### src/rtl/calc_input_fsm.sv
// -----------------------------------------------------------------------------
// calc_input_fsm
//
// Entry controller sitting between keypad_driver and the calculate /
// segment_driver pair. It turns held-level key codes into single press events,
// assembles two signed decimal operands and an operator, fires the
// calculation, latches the result as ANS and drives the display word.
//
// Optional feature macro: CALC_BACKSPACE_EN
//   defined   : BKSP (5'h1D) edits the operand being entered in S_OP1 / S_OP2
//   undefined : 5'h1D is an unused code and no divide-by-10 logic exists
//
// Ports
//   sw_clk      in   1  system clock (shared with keypad_driver / calculate)
//   rst         in   1  asynchronous, active-high reset
//   eBCD        in   5  held-level key code, KEY_IDLE when no key is pressed
//   ans         in  32  signed result from calculate, 32'h00EE_0000 = error
//   operand1    out 32  signed first operand
//   operand2    out 32  signed second operand
//   operator    out  3  1 *, 2 /, 3 +, 4 -, 5 %
//   calc_go     out  1  one-cycle pulse when EQUAL is accepted
//   fnd_serial  out 32  display word for segment_driver
//   o_dbg_state out  3  current FSM state (S_OP1=0 ... S_ERROR=5)
//
// Calculation contract: calc_go is a single-cycle strobe with no back
// pressure. operand1/operand2/operator are stable from the strobe onward,
// and ans is sampled exactly RESULT_LAT cycles after the strobe edge.
// -----------------------------------------------------------------------------
module calc_input_fsm #(
  parameter int         MAX_DIGITS = 6,
  parameter int         RESULT_LAT = 2,
  parameter logic [4:0] KEY_IDLE   = 5'h1F
) (
  input  logic        sw_clk,
  input  logic        rst,
  input  logic [4:0]  eBCD,
  input  logic [31:0] ans,
  output logic [31:0] operand1,
  output logic [31:0] operand2,
  output logic [2:0]  operator,
  output logic        calc_go,
  output logic [31:0] fnd_serial,
  output logic [2:0]  o_dbg_state
);

  typedef enum logic [2:0] {
    S_OP1    = 3'd0,
    S_OPR    = 3'd1,
    S_OP2    = 3'd2,
    S_WAIT   = 3'd3,
    S_RESULT = 3'd4,
    S_ERROR  = 3'd5
  } state_t;

  localparam logic [3:0]  LIM_POS   = 4'(MAX_DIGITS);
  localparam logic [3:0]  LIM_NEG   = 4'(MAX_DIGITS - 1);
  localparam logic [7:0]  WAIT_LAST = 8'(RESULT_LAT - 1);
  localparam logic [31:0] ANS_ERROR = 32'h00EE_0000;
  localparam logic [31:0] DISP_ANS  = 32'h00B0_0000;
  localparam logic [31:0] DISP_NANS = 32'hE0B0_0000;
  localparam logic [31:0] DISP_NEG0 = 32'hE000_0000;

  // ---------------------------------------------------------------------------
  // Registers
  // ---------------------------------------------------------------------------
  state_t      r_state;
  logic [4:0]  r_prev_key;
  logic        r_evt_valid;
  logic [4:0]  r_evt_key;
  logic [31:0] r_mag;
  logic [3:0]  r_cnt;
  logic        r_neg;
  logic        r_ans_tok;
  logic [31:0] r_ans_reg;
  logic [7:0]  r_wait_cnt;
  logic [31:0] r_operand1;
  logic [31:0] r_operand2;
  logic [2:0]  r_operator;
  logic        r_calc_go;
  logic [31:0] r_fnd;

  // ---------------------------------------------------------------------------
  // Next-state wires
  // ---------------------------------------------------------------------------
  state_t      w_state_n;
  logic [31:0] w_mag_n;
  logic [3:0]  w_cnt_n;
  logic        w_neg_n;
  logic        w_tok_n;
  logic [31:0] w_ans_reg_n;
  logic [7:0]  w_wait_n;
  logic [31:0] w_op1_n;
  logic [31:0] w_op2_n;
  logic [2:0]  w_opr_n;
  logic        w_go_n;
  logic [31:0] w_fnd_n;

  // Entry-edit controls and the entry the edit starts from
  logic        w_apply;
  logic        w_clear;
  logic [31:0] w_base_mag;
  logic [3:0]  w_base_cnt;
  logic        w_base_neg;
  logic        w_base_tok;
  logic [3:0]  w_limit;

  // ---------------------------------------------------------------------------
  // Key decode of the registered press event
  // ---------------------------------------------------------------------------
  logic        w_edge;
  logic        w_is_digit;
  logic        w_is_opr;
  logic        w_is_eq;
  logic        w_is_ans;
  logic        w_is_sign;
  logic        w_is_entry;
  logic [31:0] w_digit;
  logic [31:0] w_value;

  // A press is the first non-idle cycle after idle; sliding from one code to
  // another without releasing produces nothing.
  assign w_edge     = (eBCD != KEY_IDLE) && (r_prev_key == KEY_IDLE);

  assign w_is_digit = r_evt_valid && (r_evt_key <= 5'h09);
  assign w_is_opr   = r_evt_valid && (r_evt_key >= 5'h11) && (r_evt_key <= 5'h15);
  assign w_is_eq    = r_evt_valid && (r_evt_key == 5'h1A);
  assign w_is_ans   = r_evt_valid && (r_evt_key == 5'h1B);
  assign w_is_sign  = r_evt_valid && (r_evt_key == 5'h1C);
  assign w_is_entry = w_is_digit || w_is_ans || w_is_sign;
  assign w_digit    = {28'd0, r_evt_key[3:0]};

`ifdef CALC_BACKSPACE_EN
  logic w_is_bksp;
  assign w_is_bksp  = r_evt_valid && (r_evt_key == 5'h1D);
`endif

  // Signed value of the operand currently being entered
  assign w_value = r_ans_tok ? (r_neg ? (32'd0 - r_ans_reg) : r_ans_reg)
                             : (r_neg ? (32'd0 - r_mag)     : r_mag);

  // ---------------------------------------------------------------------------
  // Next-state / datapath logic
  // ---------------------------------------------------------------------------
  always_comb begin
    w_state_n   = r_state;
    w_mag_n     = r_mag;
    w_cnt_n     = r_cnt;
    w_neg_n     = r_neg;
    w_tok_n     = r_ans_tok;
    w_ans_reg_n = r_ans_reg;
    w_wait_n    = r_wait_cnt;
    w_op1_n     = r_operand1;
    w_op2_n     = r_operand2;
    w_opr_n     = r_operator;
    w_go_n      = 1'b0;
    w_apply     = 1'b0;
    w_clear     = 1'b0;
    w_base_mag  = r_mag;
    w_base_cnt  = r_cnt;
    w_base_neg  = r_neg;
    w_base_tok  = r_ans_tok;
    w_limit     = LIM_POS;

    unique case (r_state)
      S_OP1: begin
        if (w_is_opr) begin
          w_op1_n   = w_value;
          w_opr_n   = r_evt_key[2:0];
          w_state_n = S_OPR;
        end else begin
          // EQUAL and unused codes fall through the entry editor untouched
          w_apply = 1'b1;
        end
      end

      S_OPR: begin
        if (w_is_opr) begin
          w_opr_n = r_evt_key[2:0];
        end else if (w_is_entry) begin
          w_clear   = 1'b1;
          w_apply   = 1'b1;
          w_state_n = S_OP2;
        end
      end

      S_OP2: begin
        if (w_is_eq) begin
          w_op2_n   = w_value;
          w_go_n    = 1'b1;
          w_wait_n  = 8'd0;
          w_state_n = S_WAIT;
        end else if (!w_is_opr) begin
          w_apply = 1'b1;
        end
      end

      S_WAIT: begin
        // Presses arriving here are dropped; the event register still runs.
        if (r_wait_cnt == WAIT_LAST) begin
          if (ans == ANS_ERROR) begin
            w_state_n = S_ERROR;
          end else begin
            w_ans_reg_n = ans;
            w_state_n   = S_RESULT;
          end
        end else begin
          w_wait_n = r_wait_cnt + 8'd1;
        end
      end

      S_RESULT: begin
        if (w_is_opr) begin
          w_op1_n   = r_ans_reg;
          w_opr_n   = r_evt_key[2:0];
          w_state_n = S_OPR;
        end else if (w_is_entry) begin
          w_clear   = 1'b1;
          w_apply   = 1'b1;
          w_state_n = S_OP1;
        end
      end

      S_ERROR: begin
        if (w_is_digit) begin
          w_clear   = 1'b1;
          w_apply   = 1'b1;
          w_state_n = S_OP1;
        end
      end

      default: begin
        w_state_n = S_OP1;
      end
    endcase

    // Entry editor: starts from either the live entry or an empty one so that
    // the key that opens a new operand is applied in the same cycle.
    if (w_clear) begin
      w_base_mag = 32'd0;
      w_base_cnt = 4'd0;
      w_base_neg = 1'b0;
      w_base_tok = 1'b0;
    end
    w_limit = w_base_neg ? LIM_NEG : LIM_POS;

    if (w_apply) begin
      w_mag_n = w_base_mag;
      w_cnt_n = w_base_cnt;
      w_neg_n = w_base_neg;
      w_tok_n = w_base_tok;
      if (w_is_digit) begin
        // Leading zeros do not consume a digit slot
        if (!w_base_tok && (w_base_cnt < w_limit) &&
            !((w_base_mag == 32'd0) && (w_digit == 32'd0))) begin
          w_mag_n = (w_base_mag * 32'd10) + w_digit;
          w_cnt_n = w_base_cnt + 4'd1;
        end
      end else if (w_is_sign) begin
        // A full positive entry has no room for the minus sign
        if (w_base_neg || (w_base_cnt != LIM_POS)) begin
          w_neg_n = !w_base_neg;
        end
      end else if (w_is_ans) begin
        if (w_base_cnt == 4'd0) begin
          w_tok_n = 1'b1;
          w_neg_n = 1'b0;
        end
      end
`ifdef CALC_BACKSPACE_EN
      else if (w_is_bksp) begin
        if (w_base_tok) begin
          w_tok_n = 1'b0;
          w_neg_n = 1'b0;
        end else if (w_base_cnt != 4'd0) begin
          w_mag_n = w_base_mag / 32'd10;
          w_cnt_n = w_base_cnt - 4'd1;
        end else begin
          w_neg_n = 1'b0;
        end
      end
`endif
    end
  end

  // ---------------------------------------------------------------------------
  // Display word, derived from the registered state so it trails any change
  // by one cycle.
  // ---------------------------------------------------------------------------
  always_comb begin
    w_fnd_n = r_fnd;
    unique case (r_state)
      S_OP1, S_OP2: begin
        if (r_ans_tok) begin
          w_fnd_n = r_neg ? DISP_NANS : DISP_ANS;
        end else if (r_neg && (r_mag == 32'd0)) begin
          w_fnd_n = DISP_NEG0;
        end else begin
          w_fnd_n = w_value;
        end
      end
      S_OPR:    w_fnd_n = {8'h00, 1'b0, r_operator, 20'h0_0000};
      S_WAIT:   w_fnd_n = r_fnd;
      S_RESULT: w_fnd_n = r_ans_reg;
      S_ERROR:  w_fnd_n = ANS_ERROR;
      default:  w_fnd_n = r_fnd;
    endcase
  end

  // ---------------------------------------------------------------------------
  // State and datapath registers
  // ---------------------------------------------------------------------------
  always_ff @(posedge sw_clk or posedge rst) begin
    if (rst) begin
      r_state     <= S_OP1;
      r_prev_key  <= KEY_IDLE;
      r_evt_valid <= 1'b0;
      r_evt_key   <= KEY_IDLE;
      r_mag       <= 32'd0;
      r_cnt       <= 4'd0;
      r_neg       <= 1'b0;
      r_ans_tok   <= 1'b0;
      r_ans_reg   <= 32'd0;
      r_wait_cnt  <= 8'd0;
      r_operand1  <= 32'd0;
      r_operand2  <= 32'd0;
      r_operator  <= 3'd3;
      r_calc_go   <= 1'b0;
      r_fnd       <= 32'd0;
    end else begin
      r_prev_key  <= eBCD;
      r_evt_valid <= w_edge;
      r_evt_key   <= eBCD;
      r_state     <= w_state_n;
      r_mag       <= w_mag_n;
      r_cnt       <= w_cnt_n;
      r_neg       <= w_neg_n;
      r_ans_tok   <= w_tok_n;
      r_ans_reg   <= w_ans_reg_n;
      r_wait_cnt  <= w_wait_n;
      r_operand1  <= w_op1_n;
      r_operand2  <= w_op2_n;
      r_operator  <= w_opr_n;
      r_calc_go   <= w_go_n;
      r_fnd       <= w_fnd_n;
    end
  end

  assign operand1    = r_operand1;
  assign operand2    = r_operand2;
  assign operator    = r_operator;
  assign calc_go     = r_calc_go;
  assign fnd_serial  = r_fnd;
  assign o_dbg_state = r_state;

endmodule

### config.mk
export PLATFORM = sky130hd
export DESIGN_NAME = calc_input_fsm
export DESIGN_NICKNAME = d
export VERILOG_FILES = /design/src/rtl/calc_input_fsm.sv
export SDC_FILE = /design/constraint.sdc
export NUM_CORES = 1
export LEC_CHECK = 0
export ABC_CLOCK_PERIOD_IN_PS = 19300
export CORE_MARGIN = 2
export CORE_UTILIZATION = 62
export CTS_CLUSTER_SIZE = 40
export DETAILED_ROUTE_END_ITERATION = 7
export PLACE_DENSITY = 0.85
export SETUP_SLACK_MARGIN = 0.05
export SYNTH_ARGS = -nofsm -noshare
export SYNTH_HDL_FRONTEND = slang
export SYNTH_SLANG_ARGS = --single-unit
export TNS_END_PERCENT = 30
### constraint.sdc
create_clock -name sw_clk -period 19.3 [get_ports sw_clk]
set_clock_uncertainty 0.2 [all_clocks]
set_input_delay 1.93 -clock sw_clk [delete_from_list [all_inputs] [get_ports sw_clk]]
set_output_delay 1.93 -clock sw_clk [all_outputs]
set_load 0.03 [all_outputs]
==> flow_summary.yaml, run 1 <==
outcome:
  outcome: "completed"
pwr:
  p_comb_frac: 0.330
  peakVddDrop_v: 0.0000700
  switchingPower_uw: 526
  sequentialPowerShare: 0.393
  p_leak_uw: 0.00647
  switching_share: 0.396
  clkPwrFrac: 0.277
  p_per_area_mw_per_mm2: 90.3
  p_int_uw: 802
cells_and_area:
  diodes: 0
  area_growth_syn_to_layout_pct: 16.3
  drive_gt1_frac: 0.0745
  fillers: 1478
  finish.utilization: 0.732
  postLayoutCellArea_mm2: 0.0147
  final_nets: 1632
  register_area_mm2: 0.00469
  fin_cells: 1828
  multi_input_area_mm2: 0.00744
global_route:
  grt_use_total: 0.339
  antenna_found_initial: 0
  grt_max_degree: 112
  grt.overflow.total: 0
  grt_pass1_wl_mm: 58.9
  grt_pass1_vias: 11200
drt:
  wl_per_cell_um: 19.8
  num_vias: 11800
  firstDrtPassIters: 5
  post-route-drc-count: 0
  wl_mm: 36.1
  via_per_inst: 6.44
  drt_iter0_drc: 1449
  antenna_left: 0
floorplanning:
  fp.dieArea_mm2: 0.0216
  die_w_um: 147
  rows: 52
  fp.dieH_um: 147
  io_pins: 142
  core_region_area_mm2: 0.0201
  initial_core_util: 0.629
worst_hold_path:
  hold_class: "register to register"
  min_from: "operand2[30]"
setup_path:
  worst_path_max_delay_cell: "dfstp_2"
  critical-path-max-stage-delay_ps: 680
  critPathArrivalTime_ps: 6860
  r2r_start: "r_evt_key[2]"
  path_delay_family: "simple AND/OR/NAND/NOR gates"
  crit_fanout: 39
  worstSetupPathType: "register to register"
  crit_start: "r_evt_key[2]"
  path_cells: "or3b_2 -> a221oi_1 -> o21ai_2 -> buf_4 -> nand2_1 -> inv_1 -> ha_1 -> ha_1 -> fa_1 -> a211oi_2 -> nor2_1 -> xor2_1 -> nand4_1 -> or4_1 -> or3_4 -> or4_1 -> o311a_1 -> a221o_1"
  end_kind: "register"
  worstPathRequired_ps: 19420
  crit_buf_inv: 2
  crit_path_start_kind: "register"
timing:
  tightest_slew_ps: 1210
  tns_ps: 0
  clock.fmax_mhz: 148
  setup_viol: 0
  min_period_ps: 6740
  hold_viol: 0
  max-slew-margin-rel: 0.190
  finalMaxSlewViolations: 0
  rsz0062_at_grt: "false"
  period_share: 0.349
clocking:
  root_buffer: "clkbuf_16"
  clk_latency_ps: 450
  cts_num_sinks: 187
  htreeDepth: 4
  holdBufCountCts: 0
  cts_tree: "done"
  postCtsSetupBuffers: 0
  clock_path_buffers: 2
  clk_pin_slew_ps: 80
  ctsResizeCount: 0
  numCtsBuffers: 17
job:
  cap_violations: 0
logic_synthesis:
  avgSynthCellArea_um2: 8.48
  yosys-top-cells-area: "dfrtp_1 36%, nand2_1 6.9%, o21ai_0 4.9%"
  ys_seq_area_frac: 0.371
  synthDistinctLibCells: 73
  ys_ff_latch: 187
  yosysTopAreaCell: "dfrtp_1"
  yosysMostFrequentCell: "nand2_1"
  synth_common_cells: "232 x nand2_1, 180 x dfrtp_1, 137 x nor2_1"
  async_flop_share: 1.00
  synth_edf_count: 0
  synth_top_area_share: 0.356
  synth_area_mm2: 0.0126
  ys_warn_count: 0
  syn_nets: 1578
  synth_flop_cell: "dfrtp_1"
  synth_cells: 1491
placement:
  finalWeightedCongestion: 0.916
  dpl_cell_area_mm2: 0.0141
  dp_cells: 1796
  io_buffers: 141
  dp_hpwl_mm: 25.6
[cell usage in the layout, fill, tap and decap left out, types with 25 or more instances in the layout]
master / count
ha_1: 46
xor2_1: 59
xnor2_1: 68
mux2i_1: 32
clkdlybuf4s50_1: 141
nor2_1: 136
and3_1: 25
dfrtp_1: 178
a21oi_1: 62
mux2_2: 37
nand2_1: 232
o21ai_0: 121
[final cells by class]
class / count / share of cell area
Multi-Input combinational cell: 1161 / 0.506
Sequential cell: 187 / 0.319
Timing Repair Buffer: 153 / 0.102
Clock buffer: 18 / 0.0299
Tap cell: 270 / 0.0230
Clock inverter: 14 / 0.0137
Inverter: 25 / 0.00672
[power by group through the flow]
stage,clock network (uW),registers [uW],logic (uW)
after global routing,387,528,471
after floorplan,0,534,261
final,368,522,438
after global placement,0,522,416
after detailed placement,0,524,426
after CTS,371,517,431
[path summary, 6_finish.rpt]
path,endpoint,slack [ps],depth (start not counted)
setup / recovery,r_mag[30],12560,18
hold / removal,operand2[30],280,2
min in group asynchronous,operator[2],1890,2
max in group asynchronous,r_ans_reg[16],15410,3
setup reg to reg,r_mag[30],12560,18
hold reg to reg,operand2[30],280,2
[cell families (layout without fill, tap and decap cells)]
| logic type | Yosys count | in the layout | synth area share |
|---|---|---|---|
| flops | 187 | 187 | 0.371 |
| fa+ha+maj | 48 | 48 | 0.0487 |
| compound gates | 345 | 345 | 0.178 |
| simple gates | 570 | 570 | 0.211 |
| xor+xnor | 128 | 128 | 0.0892 |
| mux | 70 | 70 | 0.0601 |
| buf+inv | 143 | 210 | 0.0427 |
[tightest hold or removal path: stages (launching register included)]
cell     delay [ps]
dfrtp_1         340
nand2_1          50
o21ai_0          60
[metrics by stage]
stage	setup slack, ps	power, uW	hold slack (ps)
floorplan	12100	795	288
global placement	12870	938	260
detailed placement	12670	950	265
CTS	12640	1320	285
global route	12250	1390	311
finish	12560	1330	279
[layer usage]
metal	global-route usage	vias to the layer above	share of wire
met3	0.0627	93	0.089
met1	0.471	5625	0.42
met5	0	-	0
met4	0.114	0	0.025
li1	-	5400	-
met2	0.538	658	0.47
(Power assumes the default switching activity.)
==> run 2, diff against run 1 <==
Settings changed: ABC_CLOCK_PERIOD_IN_PS 19300 to 6400, CORE_UTILIZATION 62 to 58, PLACE_DENSITY 0.85 to 0.8.
Clock period 19.3 ns to 6.4 ns, I/O delays scaled along.
==> run 2 against run 1 <==
Critical path depth shrank 1. Power rose to 3.0 times the previous value. Via count down 2.6%. Clock power grew to 2.8 times the previous value. Cell count rose by 1.5%. Fmax is 12% higher. Cell area is 0.76% higher. Sequential share of layout area down 0.24 points. Routed wire length is 1.3% lower. Sequential cell count stayed put. Critical path type unchanged. Largest cell class unchanged. Largest power group unchanged. Highest routed layer unchanged.
==> flow_summary.yaml, run 2 (synthesis results as in run 1) <==
worst_hold_path:
  hold_class: "register to register"
  whs_endpoint: "operand2[4]"
  whs_path_depth: 2
  min_from: "operand2[4]"
global_route:
  grt.overflow.total: 0
  grt_max_degree: 109
  grt_pass1_vias: 11100
  grt_pass1_wl_mm: 57.9
  antenna_found_initial: 0
  grt_use_total: 0.318
pwr:
  switchingPower_uw: 1570
  switching_share: 0.397
  sequentialPowerShare: 0.392
  clkPwrFrac: 0.263
  peakVddDrop_v: 0.000159
  p_per_area_mw_per_mm2: 266
  p_comb_frac: 0.345
  p_int_uw: 2380
  p_leak_uw: 0.00653
cells_and_area:
  final_nets: 1650
  diodes: 0
  drive_gt1_frac: 0.0863
  layout_common_cells: "232 x nand2_1, 178 x dfrtp_1, 141 x clkdlybuf4s50_1"
  finish.utilization: 0.686
  mostFrequentLayoutCell: "nand2_1"
  multi_input_area_mm2: 0.00746
  area_growth_syn_to_layout_pct: 17.2
  register_area_mm2: 0.00469
  fillers: 1764
placement:
  post-place-ws_ps: 247
  io_buffers: 141
  finalWeightedCongestion: 0.930
  dp_hpwl_mm: 26.0
setup_path:
  critPathArrivalTime_ps: 6150
  worstSetupPathType: "register to register"
  worstPathRequired_ps: 6510
  crit_path_start_kind: "register"
  end_kind: "register"
  crit_start: "r_evt_key[2]"
  crit_fanout: 8
  r2r_start: "r_evt_key[2]"
  ff2ff_path_depth: 17
  r2r_slack_ps: 370
  r2r_end: "r_mag[30]"
timing:
  tns_ps: 0
  tightest_slew_ps: 1190
  clock.fmax_mhz: 166
  setup_viol: 0
  period_share: 0.943
  finalMaxSlewViolations: 0
  rsz0062_at_grt: "false"
  max-slew-margin-rel: 0.200
  min_period_ps: 6030
  hold_viol: 0
  setup_slack_ps: 366
drt:
  drt_iter0_drc: 962
  firstDrtPassIters: 5
  wl_mm: 35.7
  post-route-drc-count: 0
  num_vias: 11500
  antenna_left: 0
  via_per_inst: 6.18
  wl_per_cell_um: 19.2
clocking:
  cts_tree: "done"
  cts_num_sinks: 187
  htreeDepth: 4
  postCtsSetupBuffers: 0
  ctsResizeCount: 0
  root_buffer: "clkbuf_16"
  clock_path_buffers: 2
  numCtsBuffers: 17
  clk_latency_ps: 440
  holdBufCountCts: 0
  clk_pin_slew_ps: 80
floorplanning:
  rows: 54
  fp.dieH_um: 152
  initial_core_util: 0.585
  fp.dieArea_mm2: 0.0230
  core_region_area_mm2: 0.0216
  die_w_um: 152
  io_pins: 142
job:
  cap_violations: 0
outcome:
  outcome: "completed"
## run 2: cell types whose count changed in the layout (fill, tap and decap cells not counted)
cell | previous run | this run
clkinv_8 | 7 | 2
buf_12 | 0 | 1
buf_4 | 12 | 29
a221oi_2 | 0 | 1
nor3b_1 | 6 | 4
inv_8 | 2 | 6
clkinv_4 | 1 | 5
nor3b_2 | 0 | 2
clkinvlp_4 | 0 | 2
bufinv_16 | 1 | 0
inv_6 | 4 | 0
a221oi_1 | 22 | 21
clkbuf_8 | 1 | 0
## run 2: final cells by class
| cell class | instances | area share |
|---|---|---|
| multi-input combinational | 1161 | 0.503 |
| sequential | 187 | 0.316 |
| timing repair buffer | 171 | 0.111 |
| clock buffer | 17 | 0.0287 |
| tap | 280 | 0.0236 |
| clock inverter | 14 | 0.0101 |
| inverter | 25 | 0.00667 |
## run 2: worst max-delay path by stage
stage,to,slack [ps],cells past startpoint
6_report,r_mag[30],370,17
3_3_place_gp,r_mag[30],400,18
3_5_place_dp,r_mag[30],250,16
4_1_cts,r_mag[30],210,16
5_1_grt,r_mag[30],90,18
2_1_floorplan,r_mag[30],170,21
## run 2: power by group through the flow
stage               Sequential, uW  Clock [uW]  Combinational [uW]
finish                        1550        1040                1360
global route                  1570        1100                1480
CTS                           1540        1050                1350
detailed placement            1560           0                1330
global placement              1550           0                1310
floorplan                     1610           0                 788
## run 2: metrics by stage
step	cell area (um2)	std cells	hold WS [ps]	power [uW]
6_report	14800	1855	279	3950
5_1_grt	14800	1855	298	4140
4_1_cts	14800	1855	283	3930
3_5_place_dp	14200	1824	265	2890
3_3_place_gp	14200	1824	258	2860
2_1_floorplan	12600	1491	288	2400
## run 2: layer usage
metal | wire length, um | global-route usage | vias up
met4 | 1190 | 0.133 | 0
met5 | 0 | 0 | -
li1 | - | - | 5417
met3 | 2420 | 0.0473 | 83
met1 | 15400 | 0.432 | 5510
met2 | 16700 | 0.511 | 463
## run 2: critical path, cell delays in order, from the launching register on
cell and delay (ps):
dfstp_2 530, or3b_2 480, a221oi_2 310, o21ai_2 140, nand2_1 130, inv_1 70, ha_1 290, ha_1 240
fa_1 420, a211oi_2 240, buf_4 160, o31ai_4 130, xnor2_1 210, or4_1 610, or3_4 450, or4_1 630
o311a_1 390, a221o_1 270
